File: src/rtl/serial_add_sequencer.sv
// serial_add_sequencer
//   Shares one bit-serial adder between two requesters (port 0 = order unit,
//   port 1 = accumulator). A granted operand pair is streamed LSB-first into
//   the adder. One zero guard bit follows, so the adder emits and clears its
//   carry. The delayed serial sum is collected back into a parallel result,
//   which is reported with a one-cycle done pulse.
//
// Ports
//   clk, rst_n          clock, synchronous active-low reset
//   req[1:0]            level requests, held until the matching gnt bit pulses
//   opa0/opb0/opa1/opb1 operands, sampled only in the grant cycle
//   gnt[1:0]            one-hot grant pulse (operands captured)
//   busy                sequencer occupied (FLUSH, SHIFT..DONE)
//   done, done_id       result valid pulse and owning requester
//   result, carry_out   sum mod 2^WORD_BITS and carry, held until next done
//   add_a, add_b        registered serial operands to the adder
//   add_sum             serial sum from the adder, ADD_LAT clocks late
//
// state | meaning
// ------+---------------------------------------------------------------
// FLUSH | drive zeros ADD_LAT+1 cycles to clear adder carry, then IDLE
// IDLE  | arbitrate and grant
// SHIFT | stream operand bit cnt to the adder
// GUARD | one zero bit; adder emits carry as sum bit WORD_BITS
// DRAIN | ADD_LAT zero cycles while the last sum bits arrive
// DONE  | result valid; arbitrate again (re-grant without a gap)

module serial_add_sequencer #(
    parameter int WORD_BITS = 17,
    parameter int ADD_LAT   = 2
) (
    input  logic                 clk,
    input  logic                 rst_n,
    input  logic [1:0]           req,
    input  logic [WORD_BITS-1:0] opa0,
    input  logic [WORD_BITS-1:0] opb0,
    input  logic [WORD_BITS-1:0] opa1,
    input  logic [WORD_BITS-1:0] opb1,
    output logic [1:0]           gnt,
    output logic                 busy,
    output logic                 done,
    output logic                 done_id,
    output logic [WORD_BITS-1:0] result,
    output logic                 carry_out,
    output logic                 add_a,
    output logic                 add_b,
    input  logic                 add_sum
);

    localparam int CW = $clog2(WORD_BITS + ADD_LAT + 2);
    localparam logic [CW-1:0] FLUSH_TC  = CW'(ADD_LAT);
    localparam logic [CW-1:0] SHIFT_TC  = CW'(WORD_BITS - 1);
    localparam logic [CW-1:0] DRAIN_TC  = CW'(ADD_LAT - 1);
    localparam logic [CW-1:0] CAP_START = CW'(ADD_LAT);

    typedef enum logic [2:0] {
        S_FLUSH, S_IDLE, S_SHIFT, S_GUARD, S_DRAIN, S_DONE
    } state_t;

    state_t                 state_q, state_d;
    logic [CW-1:0]          cnt_q, cnt_d;
    logic                   rr_q, rr_d;
    logic                   owner_q, owner_d;
    logic [WORD_BITS-1:0]   sh_a_q, sh_a_d, sh_b_q, sh_b_d;
    logic [WORD_BITS:0]     col_q, col_d, col_shift;
    logic [WORD_BITS-1:0]   result_q, result_d;
    logic                   carry_q, carry_d;
    logic                   add_a_q, add_a_d, add_b_q, add_b_d;
    logic [1:0]             gnt_c;
    logic                   grant_idx;
    logic [WORD_BITS-1:0]   sel_a, sel_b;

    always_comb begin
        // tie goes to the requester that was not granted last
        grant_idx = 1'b0;
        case (req)
            2'b10:   grant_idx = 1'b1;
            2'b11:   grant_idx = ~rr_q;
            default: grant_idx = 1'b0;
        endcase
        sel_a = grant_idx ? opa1 : opa0;
        sel_b = grant_idx ? opb1 : opb0;
    end

    // sum bits arrive LSB first; shifting in at the MSB leaves bit k at
    // position k after WORD_BITS+1 captures
    assign col_shift = {add_sum, col_q[WORD_BITS:1]};

    always_comb begin
        state_d  = state_q;
        cnt_d    = cnt_q + CW'(1);
        rr_d     = rr_q;
        owner_d  = owner_q;
        sh_a_d   = sh_a_q;
        sh_b_d   = sh_b_q;
        col_d    = col_q;
        result_d = result_q;
        carry_d  = carry_q;
        add_a_d  = 1'b0;
        add_b_d  = 1'b0;
        gnt_c    = 2'b00;

        case (state_q)
            S_FLUSH: begin
                if (cnt_q == FLUSH_TC) begin
                    state_d = S_IDLE;
                    cnt_d   = '0;
                end
            end
            S_IDLE, S_DONE: begin
                cnt_d = '0;
                if (req != 2'b00) begin
                    gnt_c[grant_idx] = 1'b1;
                    rr_d    = grant_idx;
                    owner_d = grant_idx;
                    add_a_d = sel_a[0];
                    add_b_d = sel_b[0];
                    sh_a_d  = sel_a >> 1;
                    sh_b_d  = sel_b >> 1;
                    state_d = S_SHIFT;
                end else begin
                    state_d = S_IDLE;
                end
            end
            S_SHIFT: begin
                if (cnt_q >= CAP_START) col_d = col_shift;
                if (cnt_q == SHIFT_TC) begin
                    state_d = S_GUARD;
                    cnt_d   = '0;
                end else begin
                    add_a_d = sh_a_q[0];
                    add_b_d = sh_b_q[0];
                    sh_a_d  = sh_a_q >> 1;
                    sh_b_d  = sh_b_q >> 1;
                end
            end
            S_GUARD: begin
                col_d   = col_shift;
                state_d = S_DRAIN;
                cnt_d   = '0;
            end
            S_DRAIN: begin
                col_d = col_shift;
                if (cnt_q == DRAIN_TC) begin
                    result_d = col_shift[WORD_BITS-1:0];
                    carry_d  = col_shift[WORD_BITS];
                    state_d  = S_DONE;
                    cnt_d    = '0;
                end
            end
            default: begin
                state_d = S_FLUSH;
                cnt_d   = '0;
            end
        endcase
    end

    always_ff @(posedge clk) begin
        if (!rst_n) begin
            state_q  <= S_FLUSH;
            cnt_q    <= '0;
            rr_q     <= 1'b1;
            owner_q  <= 1'b0;
            sh_a_q   <= '0;
            sh_b_q   <= '0;
            col_q    <= '0;
            result_q <= '0;
            carry_q  <= 1'b0;
            add_a_q  <= 1'b0;
            add_b_q  <= 1'b0;
        end else begin
            state_q  <= state_d;
            cnt_q    <= cnt_d;
            rr_q     <= rr_d;
            owner_q  <= owner_d;
            sh_a_q   <= sh_a_d;
            sh_b_q   <= sh_b_d;
            col_q    <= col_d;
            result_q <= result_d;
            carry_q  <= carry_d;
            add_a_q  <= add_a_d;
            add_b_q  <= add_b_d;
        end
    end

    // a cycle with reset asserted must not announce a grant or a result
    assign gnt       = rst_n ? gnt_c : 2'b00;
    assign done      = rst_n && (state_q == S_DONE);
    assign busy      = (state_q != S_IDLE);
    assign done_id   = owner_q;
    assign result    = result_q;
    assign carry_out = carry_q;
    assign add_a     = add_a_q;
    assign add_b     = add_b_q;

endmodule

File: config.mk
export PLATFORM = sky130hd
export DESIGN_NAME = serial_add_sequencer
export DESIGN_NICKNAME = d
export VERILOG_FILES = /design/src/rtl/serial_add_sequencer.sv
export SDC_FILE = /design/constraint.sdc
export NUM_CORES = 1
export LEC_CHECK = 0
export CAP_MARGIN = 5
export CORE_MARGIN = 1.5
export CORE_UTILIZATION = 60
export DETAILED_ROUTE_END_ITERATION = 12
export DONT_BUFFER_PORTS = 1
export MAX_ROUTING_LAYER = met4
export PLACE_DENSITY = 0.76
export REMOVE_ABC_BUFFERS = 1
export SYNTH_ARGS = -nofsm -noshare
export SYNTH_HDL_FRONTEND = slang
export SYNTH_SLANG_ARGS = --single-unit
File: constraint.sdc
create_clock -name clk -period 3 [get_ports clk]
set_input_delay 0.6 -clock clk [delete_from_list [all_inputs] [get_ports clk]]
set_output_delay 0.6 -clock clk [all_outputs]
set_load 0.1 [all_outputs]
==> results by group <==
Setup path
  – CP Class: reg2reg
  – Flop2flop setup slack: 500 ps
  – CP required: 3280 ps
  – Worst EP arrival: 2780 ps
  – Worst flop-to-flop path startpoint: cnt_q[0]
  – CP Capture Point: sh_b_q[12]
  – Crit Reg-Reg Endpoint: sh_b_q[12]
  – Startpoint Class: register
  – Worst setup startpoint: cnt_q[0]
  – Reg2reg path depth: 6
  – Critical path peak fanout: 31
  – Crit. End Element: register

Floorplan
  – Row count: 28
  – I/O Pins: 98
  – Die ar.: 6700 um2
  – Starting Density: 0.626
  – Core Region: 5960 um2
  – Die height: 81.8 um
  – Die Wd: 81.8 um

Finish
  – Final cell count without fillers: 464
  – Multi-input logic area: 1970 um2
  – Final Instance Area: 3920 um2
  – Nets: 461
  – Final core occ: 0.658
  – Diode count: 0
  – Share of cells above drive strength 1: 0.0823
  – FF+latch area: 1580 um2
  – Layout area overhead: 5.10%
  – Filler cell count in the final layout: 503

Synthesis
  – Seq cells post-synth: 79
  – Sequential-to-total area share from yosys stat: 0.424
  – Unique cell type count in the Yosys netlist: 42
  – Cell area after synthesis: 3730 um2
  – Gate Count Post-Synth: 395
  – Leading area contributor after synthesis: dfxtp_1
  – Synth Warn #: 0
  – Syn_area_per_cell: 9.44 um2
  – Top cell type's share of synthesized area: 0.424
  – Synth area leaders: dfxtp_1 42%, mux2i_1 13%, nand2_1 8.6%, a32o_1 7.8%, nand2b_1 4.5%

Clock network
  – CTS H-Tree Depth: 3
  – Post-CTS Resized: 0
  – CTS Sinks: 79
  – Clk pin slew, worst setup/hold paths: 90 ps
  – TritonCTS clock tree: built
  – Clk buf depth: 2
  – Worst-Skew Late Latency: 350 ps
  – Hold bufs inserted after CTS: 0
  – Setup repair bufs after CTS: 0
  – Clk root buf: clkbuf_8
  – CTS buffer count: 9

Detailed routing
  – Routed Antenna Nets: 0
  – Vias/cell: 5.89
  – Routed WL: 7.13 mm
  – DR iter-0 viols: 124
  – Drt pass-1 iters: 4
  – WL/cell: 15.4 um
  – Drt drc: 0
  – DR vias: 2733

Place
  – DP HPWL: 4.63 mm
  – Post-Place Setup Slack: 548 ps
  – PortBufs: 0
  – Gpl congestion: 0.792
  – Placed Area: 3720 um2
  – Placed cells: 448

Power and ir drop
  – Sw frac: 0.333
  – Tot Pwr: 2.83 mW
  – Seq pwr share: 0.467
  – Sw power: 944 uW
  – Pwr dens: 722 nW/um2
  – Clk pwr share: 0.283
  – IR drop worst, VDD: 408 uV
  – Combinational share of power: 0.249
  – Pleak: 1.54 nW
  – Internal: 1.89 mW

Global route
  – Grt ovf: 0
  – Number of global-route vias before repair: 2580
  – Initial antenna violation count: 0
  – GRT Total Usage: 0.225
  – First-pass GRT wire length: 11.3 mm
  – Pin count of the biggest net entering global routing: 56

STA
  – Pins Over Slew Limit: 0
  – Setup TNS: 0 ps
  – Clock Skew: 17.4 ps
  – RSZ-0062 raised after global routing: no
  – Slew at the pin with the worst max-slew slack: 1080 ps
  – Slew HR: 0.277
  – Final setup violating endpoints: 0
  – Final WS setup: 503 ps
  – Period utilization: 0.832
  – Period minus WS final: 2500 ps
  – Fmax: 400 MHz
  – Final Hold Violating Endpoints: 0
  – Worst hold slack: 387 ps

Run
  – Max Cap Viol: 0

Run status
  – Status: finished clean

Min path
  – Hold Crit Class: in2reg
==> worst min path at each step <==
stage / cells past startpoint / start / endpoint / slack, ps
after floorplan: 2 / col_q[1] / result[0] / 430
after detailed placement: 2 / col_q[9] / result[8] / 440
after CTS: 1 / rst_n / rr_q / 360
final: 1 / rst_n / state_q[1] / 390
after global routing: 1 / rst_n / state_q[1] / 380
after global placement: 1 / sh_b_q[1] / sh_b_q[1] / 440
==> registers in the layout, summed over array words and instances (netlist names) <==
name and flops:
result 17, rr_q 1, sh_b_q 16, state_q 3, done_id 1, add_a 1
sh_a_q 16, cnt_q 5, col_q 17, add_b 1, carry_out 1
==> logic make-up (layout without fill, tap and decap cells) <==
family | after synthesis | in the layout | synth area share
and+or+nand+nor | 156 | 156 | 0.212
AOI/OAI and AO/OA | 68 | 68 | 0.154
adders and majority gates | 4 | 4 | 0.0134
muxes | 51 | 51 | 0.137
xor gates and xnor gates | 3 | 3 | 0.00705
buffers and inverters | 34 | 28 | 0.0527
DFF | 79 | 79 | 0.424
==> area by class of cell <==
class                           count  area share
Clock buffer                        9      0.0316
Clock inverter                      7      0.0204
Inverter                            5     0.00479
Multi-Input combinational cell    282       0.502
Sequential cell                    79       0.403
Tap cell                           75      0.0239
Timing Repair Buffer                7      0.0134
==> power groups by stage <==
| stage | sequential, mW | combinational (mW) | clock [mW] |
|---|---|---|---|
| 2_1_floorplan | 1.32 | 0.578 | 0 |
| 3_3_place_gp | 1.34 | 0.690 | 0 |
| 3_5_place_dp | 1.34 | 0.705 | 0 |
| 4_1_cts | 1.32 | 0.710 | 0.816 |
| 5_1_grt | 1.34 | 0.786 | 0.850 |
| 6_report | 1.32 | 0.707 | 0.803 |
==> cells in the final DEF, fill, tap and decap left out, types with 2 or more instances in the layout <==
cell / count
nor3b_4: 2
a32o_1: 29
or2b_1: 4
nor3_1: 4
nand2b_1: 27
nand3_1: 6
and3_1: 4
clkbuf_8: 9
ha_1: 4
clkinvlp_4: 2
mux2i_1: 50
clkinv_4: 2
o2bb2ai_1: 2
o22ai_1: 2
buf_4: 7
nor2_1: 7
inv_1: 5
nand2_1: 85
dfxtp_1: 79
nor2b_1: 3
xor2_1: 2
nand4_1: 2
o21ai_0: 5
inv_6: 2
and2_1: 5
a21boi_1: 18
a21oi_1: 3
==> per-layer routing <==
metal | GRT usage | part of all wire
met5 | - | 0
met4 | 0.0898 | 0.0077
met3 | 0.0522 | 0.071
met2 | 0.370 | 0.48
met1 | 0.265 | 0.44
==> synth_stat cells <==
cell / instances
nand2_1: 85
dfxtp_1: 79
mux2i_1: 50
a32o_1: 29
nand2b_1: 27
a21boi_1: 19
clkbuf_1: 10
buf_4: 8
buf_2: 7
nor2_1: 7
nand3_1: 6
and2_1: 5
inv_1: 5
o21ai_0: 5
and3_1: 4
buf_6: 4
ha_1: 4
nor3_1: 4
or2b_1: 4
a21oi_1: 3
nor2b_1: 3
o2bb2ai_1: 3
nand4_1: 2
nor3b_4: 2
o22ai_1: 2
xor2_1: 2
a21oi_4: 1
a22oi_1: 1
a31oi_1: 1
and2b_2: 1
and4b_1: 1
and4bb_1: 1
mux2_1: 1
nand2b_4: 1
nor2b_2: 1
nor3b_1: 1
nor4b_1: 1
o2111a_1: 1
o21a_1: 1
o21ai_1: 1
o21ai_2: 1
xnor2_1: 1
==> worst max-delay path: stages (launching register included) <==
cell and delay [ps]:
dfxtp_1 350, inv_1 100, ha_1 160, and4bb_1 290
nand2b_4 360, and3_1 940, a32o_1 230
(Power assumes the default switching activity.)
